## src/rtl/ps2_pkg.sv

```systemverilog
// Shared definitions for the PS/2 host transmit path: the transmit
// sequencer state encoding, the odd-parity helper and the default
// parameter values used by ps2_tx_queue and ps2_clk_filter.
package ps2_pkg;

    typedef enum logic [2:0] {
        IDLE,
        WAITR,
        RTS,
        START,
        DATA,
        STOP,
        ACK
    } state_t;

    localparam int DEF_DEPTH          = 4;
    localparam int DEF_RTS_CYCLES     = 8192;
    localparam int DEF_FILTER_LEN     = 8;
    localparam int DEF_TIMEOUT_CYCLES = 131072;

    // PS/2 frames carry odd parity: the parity bit makes the total count of ones odd.
    function automatic logic odd_parity(input logic [7:0] b);
        return ~^b;
    endfunction

endpackage

```

## src/rtl/ps2_clk_filter.sv

```systemverilog
// Glitch filter for the PS/2 clock line. The raw line is synchronised,
// then the filtered level only changes after FILTER_LEN identical
// consecutive samples. fall_edge is a one-cycle pulse on a filtered 1->0.
module ps2_clk_filter
    import ps2_pkg::*;
#(
    parameter int FILTER_LEN = DEF_FILTER_LEN
) (
    input  logic clk,
    input  logic reset,
    input  logic ps2c_in,
    output logic filtered,
    output logic fall_edge
);

    logic [1:0]            r_sync;
    logic [FILTER_LEN-1:0] r_hist;
    logic                  r_filt;
    logic                  r_fall;

    // Synchronise the line, keep a sample history and decide the settled level.
    always_ff @(posedge clk or posedge reset) begin
        if (reset) begin
            r_sync <= '0;
            r_hist <= '0;
            r_filt <= 1'b0;
            r_fall <= 1'b0;
        end else begin
            r_sync <= {r_sync[0], ps2c_in};
            r_hist <= {r_hist[FILTER_LEN-2:0], r_sync[1]};
            r_fall <= 1'b0;
            if (&r_hist) begin
                r_filt <= 1'b1;
            end else if (~|r_hist) begin
                r_filt <= 1'b0;
                r_fall <= r_filt;
            end
        end
    end

    assign filtered  = r_filt;
    assign fall_edge = r_fall;

endmodule

```

## src/rtl/ps2_tx_queue.sv

```systemverilog
// PS/2 host-to-device transmitter with a small command FIFO.
// Bytes written into the FIFO are sent one at a time: wait for the
// receiver to go idle, request-to-send by holding the clock low, then
// shift out start, 8 data bits (LSB first), odd parity and stop, clocked
// by the device, and finally sample the device's ACK bit.
// Optional build macro PS2_TX_TIMEOUT_EN adds a watchdog that abandons a
// transfer if the device has not completed it within TIMEOUT_CYCLES of
// entering START; without it timeout_err is constant 0.
module ps2_tx_queue
    import ps2_pkg::*;
#(
    parameter int DEPTH          = DEF_DEPTH,
    parameter int RTS_CYCLES     = DEF_RTS_CYCLES,
    parameter int FILTER_LEN     = DEF_FILTER_LEN,
    parameter int TIMEOUT_CYCLES = DEF_TIMEOUT_CYCLES
) (
    input  logic                     clk,
    input  logic                     reset,
    input  logic                     wr_ps2,
    input  logic [7:0]               din,
    output logic                     full,
    output logic [$clog2(DEPTH):0]   level,
    input  logic                     rx_idle,
    input  logic                     ps2c_in,
    input  logic                     ps2d_in,
    output logic                     ps2c_oe,
    output logic                     ps2d_oe,
    output logic                     tx_idle,
    output logic                     tx_done_tick,
    output logic                     ack_err,
    output logic                     timeout_err
);

    localparam int AW = $clog2(DEPTH);
    localparam int RW = $clog2(RTS_CYCLES + 1);

    logic [7:0]    r_mem [DEPTH];
    logic [AW-1:0] r_wptr;
    logic [AW-1:0] r_rptr;
    logic [AW:0]   r_level;
    logic          w_full;
    logic          w_empty;
    logic          w_push;
    logic          w_pop;

    state_t        r_state;
    logic [8:0]    r_shift;
    logic [3:0]    r_bits;
    logic [RW-1:0] r_rts;
    logic [1:0]    r_d_sync;
    logic          r_c_oe;
    logic          r_d_oe;
    logic          r_idle;
    logic          r_done;
    logic          r_aerr;

    logic          w_filt;
    logic          w_fall_raw;
    logic          w_fall;
    logic          w_tmo_fire;

    assign w_full  = (r_level == (AW+1)'(DEPTH));
    assign w_empty = (r_level == '0);
    assign w_push  = wr_ps2 & ~w_full;
    assign w_pop   = (r_state == IDLE) & ~w_empty;

    ps2_clk_filter #(
        .FILTER_LEN (FILTER_LEN)
    ) u_filter (
        .clk       (clk),
        .reset     (reset),
        .ps2c_in   (ps2c_in),
        .filtered  (w_filt),
        .fall_edge (w_fall_raw)
    );

    // A falling edge only counts once the filtered line has settled low.
    assign w_fall = w_fall_raw & ~w_filt;

    // FIFO storage holds data only, so it carries no reset.
    always_ff @(posedge clk) begin
        if (w_push) r_mem[r_wptr] <= din;
    end

    // FIFO pointers and occupancy; full is judged before any same-cycle pop.
    always_ff @(posedge clk or posedge reset) begin
        if (reset) begin
            r_wptr  <= '0;
            r_rptr  <= '0;
            r_level <= '0;
        end else begin
            if (w_push) r_wptr <= r_wptr + 1'b1;
            if (w_pop)  r_rptr <= r_rptr + 1'b1;
            case ({w_push, w_pop})
                2'b10:   r_level <= r_level + 1'b1;
                2'b01:   r_level <= r_level - 1'b1;
                default: r_level <= r_level;
            endcase
        end
    end

    // Two-flop synchroniser for the data line; the idle line reads high.
    always_ff @(posedge clk or posedge reset) begin
        if (reset) r_d_sync <= 2'b11;
        else       r_d_sync <= {r_d_sync[0], ps2d_in};
    end

`ifdef PS2_TX_TIMEOUT_EN
    localparam int TW = $clog2(TIMEOUT_CYCLES + 1);
    logic [TW-1:0] r_tmo;
    logic          r_terr;
    logic          w_active;

    assign w_active   = (r_state == START) || (r_state == DATA) ||
                        (r_state == STOP)  || (r_state == ACK);
    // A completing ACK edge in the final cycle still wins over the watchdog.
    assign w_tmo_fire = w_active && (r_tmo == TW'(TIMEOUT_CYCLES - 1)) &&
                        !((r_state == ACK) && w_fall);

    // Watchdog: counts cycles spent waiting on the device, restarting at START entry.
    always_ff @(posedge clk or posedge reset) begin
        if (reset) begin
            r_tmo  <= '0;
            r_terr <= 1'b0;
        end else begin
            r_terr <= w_tmo_fire;
            if (!w_active) r_tmo <= '0;
            else           r_tmo <= r_tmo + 1'b1;
        end
    end

    assign timeout_err = r_terr;
`else
    assign w_tmo_fire  = 1'b0;
    assign timeout_err = 1'b0;
`endif

    // Transmit sequencer with registered line drivers and status pulses.
    always_ff @(posedge clk or posedge reset) begin
        if (reset) begin
            r_state <= IDLE;
            r_shift <= '0;
            r_bits  <= '0;
            r_rts   <= '0;
            r_c_oe  <= 1'b0;
            r_d_oe  <= 1'b0;
            r_idle  <= 1'b1;
            r_done  <= 1'b0;
            r_aerr  <= 1'b0;
        end else begin
            r_done <= 1'b0;
            r_aerr <= 1'b0;
            if (w_tmo_fire) begin
                r_c_oe  <= 1'b0;
                r_d_oe  <= 1'b0;
                r_idle  <= 1'b1;
                r_state <= IDLE;
            end else begin
                case (r_state)
                    IDLE: begin
                        if (!w_empty) begin
                            r_shift <= {odd_parity(r_mem[r_rptr]), r_mem[r_rptr]};
                            r_idle  <= 1'b0;
                            r_state <= WAITR;
                        end
                    end
                    WAITR: begin
                        if (rx_idle) begin
                            r_rts   <= RW'(RTS_CYCLES - 1);
                            r_c_oe  <= 1'b1;
                            r_state <= RTS;
                        end
                    end
                    RTS: begin
                        if (r_rts == '0) begin
                            r_c_oe  <= 1'b0;
                            r_d_oe  <= 1'b1;
                            r_state <= START;
                        end else begin
                            r_rts <= r_rts - 1'b1;
                        end
                    end
                    START: begin
                        if (w_fall) begin
                            r_bits  <= 4'd8;
                            r_d_oe  <= ~r_shift[0];
                            r_state <= DATA;
                        end
                    end
                    DATA: begin
                        if (w_fall) begin
                            if (r_bits == 4'd0) begin
                                r_d_oe  <= 1'b0;
                                r_state <= STOP;
                            end else begin
                                r_shift <= {1'b0, r_shift[8:1]};
                                r_d_oe  <= ~r_shift[1];
                                r_bits  <= r_bits - 1'b1;
                            end
                        end
                    end
                    STOP: begin
                        if (w_fall) r_state <= ACK;
                    end
                    ACK: begin
                        if (w_fall) begin
                            r_done  <= 1'b1;
                            r_aerr  <= r_d_sync[1];
                            r_idle  <= 1'b1;
                            r_state <= IDLE;
                        end
                    end
                    default: r_state <= IDLE;
                endcase
            end
        end
    end

    assign full         = w_full;
    assign level        = r_level;
    assign ps2c_oe      = r_c_oe;
    assign ps2d_oe      = r_d_oe;
    assign tx_idle      = r_idle;
    assign tx_done_tick = r_done;
    assign ack_err      = r_aerr;

endmodule

```

## config.mk

```make
export PLATFORM = sky130hd
export DESIGN_NAME = ps2_tx_queue
export DESIGN_NICKNAME = d
export VERILOG_FILES = /design/src/rtl/ps2_pkg.sv /design/src/rtl/ps2_clk_filter.sv /design/src/rtl/ps2_tx_queue.sv
export SDC_FILE = /design/constraint.sdc
export NUM_CORES = 1
export LEC_CHECK = 0
export CELL_PAD_IN_SITES_DETAIL_PLACEMENT = 1
export CELL_PAD_IN_SITES_GLOBAL_PLACEMENT = 1
export CORE_ASPECT_RATIO = 0.75
export CORE_MARGIN = 2
export CORE_UTILIZATION = 50
export CTS_BUF_LIST = sky130_fd_sc_hd__clkbuf_8
export DETAILED_ROUTE_END_ITERATION = 6
export GPL_ROUTABILITY_DRIVEN = 0
export GPL_TIMING_DRIVEN = 0
export PLACE_DENSITY_LB_ADDON = 0.1
export SLEW_MARGIN = 20
export SYNTH_ARGS = -nofsm -noshare
export SYNTH_HDL_FRONTEND = slang
export SYNTH_HIERARCHICAL = 1
export SYNTH_SLANG_ARGS = --single-unit
```

## constraint.sdc

```tcl
create_clock -name clk -period 3 [get_ports clk]
set_input_delay 0.45 -clock clk [delete_from_list [all_inputs] [get_ports clk]]
set_output_delay 0.45 -clock clk [all_outputs]
set_load 0.01 [all_outputs]
```

==> impl_results.md, run 1 <==
- Die area: 8600 sq um
- Buffers plus inverters on the worst setup path: 1
- Number of port buffers: 22
- Antenna Diode Count: 0
- Worst Path Arrival: between 2 and 3 ns
- Gr usage total: ~22%
- Routed wire length: just under 9000 um
- Dpl ws: 0.561 ns
- Fill cells: around 760
- RSZ-0062 raised after global routing: false
- Worst skew pair latency: between 0.3 and 0.4 ns
- Vias: between 2000 and 3000
- Post-synthesis cell area: 3940 sq um
- Num CTS Buffers: 9
- Vias in the first global route: between 2000 and 3000
- # IOs: 24
- Initial Util: 52.5%
- Peak VDD IR: 0.000436 V
- Post-cts resize count: 0
- Power Dens Cells: 855 nW/um^2
- Crit Path Max Fanout: 6
- Post-placement cell area: 4300 sq um
- Max-slew violations: 0
- DR DRC count: 0
- Slew Limit Headroom: a little under three fifths
- Hold Buf Count CTS: 0
- Vias per inst: 5.80
- Fin area: about 4500 sq um
- Worst stage delay on the critical path: 0.45 ns
- # setup viols final: 0
- WP data required: roughly 3.3 ns
- Mean Syn Cell Area: 12.7 sq um
- Antenna Nets Post-Route: 0
- Die width: 106 um
- YS warnings: 6
- Total power: between 3 and 4 mW
- CTS tree: yes
- Crit-path slowest cell: o311a_1
- Clk buf depth: 2
- Layout net count: 366
- Synth unique cells: slightly below 60
- Type of the worst setup path: flip-flop to flip-flop
- WHS: 0.358 ns
- Largest net degree at the start of global routing: 30
- Number of antenna violations at the first check in global routing: 0
- Asr flop ratio synth: between 60% and 70%
- Reg-to-Reg End: level[2]$_DFFE_PP0P_
- Clock-pin transition on the worst setup and hold timing paths: ~0.090 ns
- Post-synth EDFFs: 32
- Period utilization: between 80% and 90%
- Status: completed
- CP top delay family: adder cells
- Final Skew: 0.00979 ns
- Launching point of the worst reg2reg path: r_state[2]$_DFFE_PP0P_
- Core area: 7500 sq um
- Layer with the highest usage: met2
- Fin Setup TNS: 0 ns
- Root Buffer: clkbuf_8
- CP Cell Sequence: nor2_1 -> o311a_1 -> ha_1 -> inv_1 -> fa_1 -> xor2_1 -> nor2_1 -> xor2_1
- Crit path depth: 8
- Global routing usage on met3: 7.14%
- Total setup buffers inserted after CTS: 0
- Critical Path Sink Type: flip-flop
- Reg2Reg Depth: 8
- First-pass GRT wire length: about 14000 um
- Placed insts: 433
- Num rows: 27
- Share of cells above drive strength 1: a little over an eighth
- Finished Layout Cells: roughly 450
- Met1 Use GR: 30.9%
- Global route total overflow: 0
- Post-Synthesis Cells: just over 300
- Most used DFF post-synth: dfrtp_1
- Final Critical Period: 2.48 ns
- Final Hold Fails: 0
- PnR worst setup slack: 0.525 ns
- Final core occ: 60.0%
- H-tree Lvls: 3
- Average routed wire per standard cell: 19.4 um
- Seq cells post-synth: between 80 and 90
- First-pass detailed-route iteration total: 4
- Clock Sink Count: 88
- Sequential area share after synthesis: between 60% and 70%
- Worst-margin pin slew: roughly 0.66 ns
- Die Height: around 81 um
- Setup crit start kind: flip-flop
- Hold_sp: u_filter/r_sync[0]$_DFF_PP0_
- Starting DRC count in detailed routing: roughly 140
- Leak pwr: between 1.5 and 2 nW
- M2 GR Usage: about a third
- Max Cap Viol: 0
- Syn Nets: 332
- R2R Setup Slk: roughly 0.52 ns
- Endpoint, Worst Hold: u_filter/r_sync[1]$_DFF_PP0_
- Min-Delay Path Depth: 0
- Hold WC Path Type: flip-flop to flip-flop
- Max frequency: between 400 and 500 MHz
- Post-DP HPWL: around 6300 um
- Synth-to-layout area growth: 14.3%
-- cell usage after synthesis, drive strengths merged (4+ instances only) --
cell type / instances / area [sq um]
dfrtp: 53 / 1330
edfxtp: 32 / 961
nand2: 26 / 97.6
nor2: 19 / 71.3
xnor2: 16 / 140
a21oi: 15 / 75.1
inv: 15 / 56.3
o21ai: 14 / 73.8
mux2i: 11 / 110
buf: 9 / 55.0
ha: 8 / 100
mux4: 8 / 180
xor2: 7 / 61.3
nor4: 6 / 50.0
and2: 5 / 31.3
nor3: 5 / 30.0
and3: 4 / 25.0
clkbuf: 4 / 15.0
nor2b: 4 / 25.0
or3: 4 / 26.3
-- cell type report --
| cell class | count | area (sq um) | share of cell area [%] |
|---|---|---|---|
| clock buffer | 9 | 124 | 2.75 |
| buffer | 13 | 70.1 | 1.56 |
| timing repair buffer | 23 | 240 | 5.34 |
| multi-input combinational | 193 | 1440 | 32.1 |
| tap | 101 | 126 | 2.81 |
| inverter | 15 | 56.3 | 1.25 |
| sequential | 88 | 2370 | 52.6 |
| clock inverter | 7 | 71.3 | 1.59 |
-- cell usage in the layout (no fill, tap or decap), types with 11 or more instances in the layout --
cell type / n
dfrtp_1: 53
edfxtp_1: 32
nand2_1: 26
clkdlybuf4s50_1: 22
nor2_1: 19
xnor2_1: 16
a21oi_1: 15
inv_1: 14
o21ai_0: 12
mux2i_1: 11
-- worst reg2reg max path: stages (launching register included) --
cell,delay (ns)
dfrtp_1,0.43
nor2_1,0.36
o311a_1,0.45
ha_1,0.26
inv_1,0.08
fa_1,0.40
xor2_1,0.18
nor2_1,0.11
xor2_1,0.14
-- sequential cells by signal, indices dropped and copies added (netlist names) --
signal and flops:
ps2d_oe 1, r_bits 4, level 3, u_filter/fall_edge 1, ps2c_oe 1, u_filter/r_hist 8
tx_done_tick 1, ack_err 1, r_mem 32, r_rts 14, r_state 3, r_rptr 2
u_filter/r_sync 2, r_d_sync 2, r_wptr 2, r_shift 9, tx_idle 1, u_filter/filtered 1
-- cell families after synthesis --
group | synth area share (%)
fa+ha+maj | 3.05
xor+xnor | 5.12
flops | 60.1
buf+inv | 3.21
mux | 7.38
compound gates | 8.33
simple gates | 12.7
other cells | 0.0953
-- worst max path at each step --
stage | startpoint | end | slack, ns
after CTS | r_state[2]$_DFFE_PP0P_ | level[2]$_DFFE_PP0P_ | 0.50
after detailed placement | r_state[2]$_DFFE_PP0P_ | level[2]$_DFFE_PP0P_ | 0.56
after floorplan | level[1]$_DFFE_PP0P_ | level[2]$_DFFE_PP0P_ | 0.92
after global routing | r_state[2]$_DFFE_PP0P_ | level[2]$_DFFE_PP0P_ | 0.36
final | r_state[2]$_DFFE_PP0P_ | level[2]$_DFFE_PP0P_ | 0.52
after global placement | reset | r_shift[4]$_DFFE_PP0P_ | 0.53
-- routing by layer --
layer / wire length (um) / up-vias
met5: 0 / -
met4: 143 / 0
met3: 446 / 16
met2: 3880 / 61
met1: 4260 / 1351
li1: - / 1176
-- power breakdown --
group          switching, mW  leakage, nW  internal [mW]  total, mW
logic                  0.676        0.655          0.596       1.27
registers              0.202        0.941           1.54       1.74
clock network          0.448       0.0933          0.385      0.832
(Power assumes the default switching activity.)
==> inputs of run 2 (changes only) <==
- CORE_UTILIZATION: 50 -> 46
- clock period: 3 -> 2.05 ns (I/O delays scaled with it)
==> impl_results.md, run 2 (synthesis gave the netlist of run 1 again) <==
- CP Cell Sequence: or4_4 -> or3_4 -> o211ai_1 -> xor2_1 -> nand2_1
- Die area: around 9300 sq um
- Met1 Use GR: around 30%
- Share of cells above drive strength 1: between 20% and 30%
- Number of antenna violations at the first check in global routing: 0
- Die width: 111 um
- Max FFs per register: 32
- H-tree Lvls: 3
- WP data required: 2.29 ns
- Crit-path slowest cell: or4_4
- Hold WC Path Type: input pin to asynchronous set/reset pin
- M2 GR Usage: 28.7%
- Total power: between 5 and 6 mW
- Initial Util: roughly 47%
- Layout net count: 376
- DR DRC count: 0
- Vias per inst: approximately 5.5
- Worst stage delay on the critical path: 0.59 ns
- RSZ-0062 raised after global routing: true
- Final Skew: roughly 0.0073 ns
- Post-DP HPWL: 5820 um
- Hold Buf Count CTS: 0
- Period utilization: 101%
- Largest net degree at the start of global routing: 27
- Max frequency: between 400 and 500 MHz
- Number of port buffers: 22
- CTS tree: yes
- Max-slew violations: 0
- Starting DRC count in detailed routing: a little under 90
- Most common cell after layout, fill and taps aside: dfrtp_1
- Vias in the first global route: approximately 2700
- Peak VDD IR: about 0.00079 V
- Fill cells: ~860
- Most frequent cells in the layout: dfrtp_1, edfxtp_1, nand2_1, clkdlybuf4s50_1, nor2_1
- Power Dens Cells: ~1200 nW/um^2
- Reg2Reg Depth: 5
- Critical Path Sink Type: flip-flop
- First-pass detailed-route iteration total: 4
- Final Critical Period: slightly above 2 ns
- PnR worst setup slack: -0.0272 ns
- Clock-pin transition on the worst setup and hold timing paths: 0.09 ns
- # setup viols final: 1
- Vias: about 2600
- Routed wire length: approximately 8400 um
- Clock Sink Count: between 80 and 90
- Core area: about 8400 sq um
- # IOs: 24
- Type of the worst setup path: flip-flop to flip-flop
- Die Height: approximately 84 um
- Antenna Diode Count: 0
- Largest register by flop count: r_mem
- Biggest regs: r_mem x32, r_rts x14, r_shift x9
- Num rows: 29
- Max Cap Viol: 0
- Global routing usage on met3: under 10%
- Worst Path Arrival: 2.32 ns
- Clk buf depth: 2
- WHS: ~0.3 ns
- Leak pwr: 1.78 nW
- Worst skew pair latency: 0.36 ns
- First-pass GRT wire length: between 10000 and 15000 um
- Num CTS Buffers: 9
- Launching point of the worst reg2reg path: r_rts[10]$_DFFE_PP0P_
- Global route total overflow: 0
- Layer with the highest usage: met1
- Gr usage total: between 10% and 20%
- CP Launch Point: r_rts[10]$_DFFE_PP0P_
- Final Hold Fails: 0
- Setup crit start kind: flip-flop
- Crit Path Max Fanout: 5
- Average routed wire per standard cell: 18.1 um
- Synth-to-layout area growth: 20.2%
- Status: finished, violations left
- Antenna Nets Post-Route: 0
- Failing checks: setup timing
- Root Buffer: clkbuf_8
-- run 2: changes by cell type in the layout (fill, tap and decap cells not counted), moves of 3 or more --
cell      change
clkbuf_1      -3
buf_4        +12
nor4_1        -4
dfrtp_2       +3
nor4_2        +3
nor2b_1       -3
dfrtp_1       -3
-- run 2: what timing repair did --
item	4_1_cts	5_1_grt
gates resized for setup	12	21
endpoints found under the setup margin	13	22
pin swaps	4	11
hold endpoints to repair	0	0
buffers inserted	1	12
-- run 2: per-layer routing --
metal  part of all wire [%]  routed length, um
met5                      0                  0
met4                    1.3                108
met3                    3.2                273
met2                     45               3780
met1                     51               4270
-- run 2: final timing paths --
kind | slack [ns] | end
worst max-delay path | -0.03 | r_rts[2]$_DFFE_PP0P_
worst min-delay path | 0.29 | u_filter/r_hist[0]$_DFF_PP0_
worst max register to register | -0.03 | r_rts[2]$_DFFE_PP0P_
worst min register to register | 0.36 | u_filter/r_sync[1]$_DFF_PP0_
max in group asynchronous | 1.17 | r_d_sync[1]$_DFF_PP1_
min in group clk | 0.36 | u_filter/r_sync[1]$_DFF_PP0_
-- run 2: power breakdown --
part | total, mW | switching, mW | internal, mW
Combinational | 1.94 | 0.984 | 0.956
Clock | 1.24 | 0.619 | 0.626
Sequential | 2.60 | 0.343 | 2.26
Total | 5.78 | 1.95 | 3.84
-- run 2: final cells by class --
type	count	area (sq um)	area share (%)
multi-input cells	193	1560	32.9
clock inverters	5	55.1	1.16
plain buffers	10	62.6	1.32
flip-flops and latches	88	2370	50.1
inverters	15	56.3	1.19
well taps	108	135	2.86
clock buffers	11	151	3.20
repair buffers	36	342	7.22
-- run 2: worst max-delay path: cells and delay by family, from the launching register on --
kind	cells	cell delay (ns)
xor+xnor	1	0.18
simple gates	3	1.09
compound gates	1	0.28
flops	1	0.42
-- run 2: metrics by stage --
stage / setup WS [ns] / setup TNS, ns / instances / util [%] / cell area (sq um)
2_1_floorplan: 0.000215 / 0 / 309 / - / 3940
3_3_place_gp: -0.359 / -15.04 / 439 / 51.2 / 4300
3_5_place_dp: -0.387 / -1.19 / 440 / 51.5 / 4320
4_1_cts: -0.0547 / -0.0647 / 456 / 54.5 / 4570
5_1_grt: -0.128 / -0.404 / 466 / 56.4 / 4730
6_report: -0.0272 / -0.0272 / 466 / 56.4 / 4730
==> inputs of run 3 (changes only) <==
- SLEW_MARGIN: 20 -> 10
==> impl_results.md, run 3 (synthesis gave the netlist of run 1 again) <==
- Status: finished, violations left
- Failing checks: setup timing
- Worst stage delay on the critical path: between 0.5 and 0.6 ns
- Gr usage total: 19.4%
- Routed wire length: between 8000 and 9000 um
- Core area: between 8000 and 9000 sq um
- Most common cell after layout, fill and taps aside: dfrtp_1
- Worst skew pair latency: around 0.36 ns
- # IOs: 24
- Max-slew violations: 0
- H-tree Lvls: 3
- Global route total overflow: 0
- Post-placement cell area: approximately 4300 sq um
- First-pass detailed-route iteration total: 4
- Initial Util: a little under half
- Setup crit start kind: flip-flop
- Num CTS Buffers: 9
- Average routed wire per standard cell: between 15 and 20 um
- Sequential power share: 46.2%
- Clock-pin transition on the worst setup and hold timing paths: about 0.090 ns
- Period utilization: 100%
- Starting DRC count in detailed routing: around 110
- RSZ-0062 raised after global routing: true
- Share of cells above drive strength 1: a little over a fifth
- Fin area: 4650 sq um
- Buffers plus inverters on the worst setup path: 1
- Vias in the first global route: roughly 2600
- Number of port buffers: 22
- Max frequency: around 490 MHz
- Cell Int Power: about 3.7 mW
- Final Hold Fails: 0
- Finished Layout Cells: 462
- Net Sw Power: 1.94 mW
- Root Buffer: clkbuf_8
- Largest register by flop count: r_mem
- First-pass GRT wire length: between 10000 and 15000 um
- Clock Sink Count: 88
- Num rows: 29
- Combinational power share: 34.7%
- Power Dens Cells: roughly 1200 nW/um^2
- Peak VDD IR: approximately 0.00056 V
- WHS: around 0.22 ns
- Antenna Nets Post-Route: 0
- Most frequent cells in the layout: dfrtp_1, edfxtp_1, nand2_1, clkdlybuf4s50_1, nor2_1
- # setup viols final: 1
- Max Cap Viol: 0
- Crit-path slowest cell: or4_4
- Die area: approximately 9300 sq um
- CP Cell Sequence: or4_4 -> or3_1 -> buf_6 -> o211ai_1 -> xor2_1 -> nand2_1
- Layout net count: between 300 and 400
- Placed insts: 440
- Largest net degree at the start of global routing: 36
- Dpl ws: -0.391 ns
- Vias per inst: 5.52
- Leak pwr: 1.74 nW
- Final Skew: about 0.0055 ns
- DR DRC count: 0
- Vias: 2550
- Hold WC Path Type: input pin to asynchronous set/reset pin
- Clock power frac: between 10% and 20%
- Max FFs per register: 32
- Switching Share: between 30% and 40%
- Final Critical Period: slightly above 2 ns
- CP top delay family: simple AND/OR/NAND/NOR gates
- Crit Path Max Fanout: 7
- Biggest regs: r_mem x32, r_rts x14, r_shift x9
- CTS tree: yes
- Antenna Diode Count: 0
- Critical Path Sink Type: flip-flop
- Fin Setup TNS: -0.00980 ns
- Number of antenna violations at the first check in global routing: 0
- Die Height: 84.1 um
- Die width: 111 um
- Post-DP HPWL: between 5000 and 6000 um
- Clk buf depth: 2
- Worst Path Arrival: 2.30 ns
- PnR worst setup slack: -0.00980 ns
- Type of the worst setup path: flip-flop to flip-flop
- Synth-to-layout area growth: 18.2%
- WP data required: about 2.3 ns
[run 3: cell count changes in the layout (fill, tap and decap cells not counted), sizes merged]
cell    change
buf         -3
clkbuf      -2
bufinv      -1
clkinv      +1
inv         +1
[run 3: cell type report]
| type | instances | area [sq um] |
|---|---|---|
| buffer | 11 | 70.1 |
| clock buffer | 10 | 138 |
| clock inverter | 6 | 36.3 |
| fill | 862 | 3730 |
| inverter | 15 | 56.3 |
| multi-input combinational | 193 | 1540 |
| sequential | 88 | 2370 |
| tap | 108 | 135 |
| timing repair buffer | 31 | 300 |
[run 3: final timing paths]
| check | from | to | slack, ns | cells past startpoint |
|---|---|---|---|---|
| setup / recovery | r_rts[10]$_DFFE_PP0P_ | r_rts[2]$_DFFE_PP0P_ | -0.01 | 6 |
| min in group clk | ps2d_in | r_d_sync[0]$_DFF_PP1_ | 0.35 | 1 |
| hold reg to reg | u_filter/r_sync[1]$_DFF_PP0_ | u_filter/r_hist[0]$_DFF_PP0_ | 0.36 | 0 |
| hold / removal | reset | r_wptr[1]$_DFFE_PP0P_ | 0.22 | 2 |
| max in group asynchronous | reset | tx_idle$_DFFE_PP1P_ | 1.29 | 3 |
| setup reg to reg | r_rts[10]$_DFFE_PP0P_ | r_rts[2]$_DFFE_PP0P_ | -0.01 | 6 |
[run 3: timing repair]
item                       CTS  global route
buffers inserted             1             7
hold buffers                 0             0
gates resized for setup     12            18
setup endpoints to repair   13            22
pin swaps                    3             5
[run 3: power groups by stage]
stage | Combinational (mW) | Sequential, mW | Clock [mW]
after floorplan | 1.40 | 2.50 | 0
after global placement | 1.79 | 2.55 | 0
after detailed placement | 1.87 | 2.57 | 0
after CTS | 1.90 | 2.55 | 1.12
after global routing | 2.18 | 2.66 | 1.18
final | 1.96 | 2.60 | 1.07
[run 3: stage by stage]
step	total power, mW	utilization [%]
4_1_cts	5.57	54.1
3_3_place_gp	4.34	51.2
6_report	5.63	55.5
3_5_place_dp	4.44	51.5
5_1_grt	6.02	55.5
2_1_floorplan	3.89	-
[run 3: worst reg2reg max path, delay by kind of cell, from the launching register on]
family                    cells  cell delay, ns
AOI/OAI and AO/OA             1            0.23
xor gates and xnor gates      1            0.17
buffers and inverters         1            0.15
DFF                           1            0.42
and+or+nand+nor               3            0.98
[run 3: per-layer routing]
layer  share of wire [%]  global-route usage (%)
met1                  51                    29.4
met4                 1.3                    5.80
met2                  45                    27.7
met5                   0                       0
met3                 3.3                    5.08
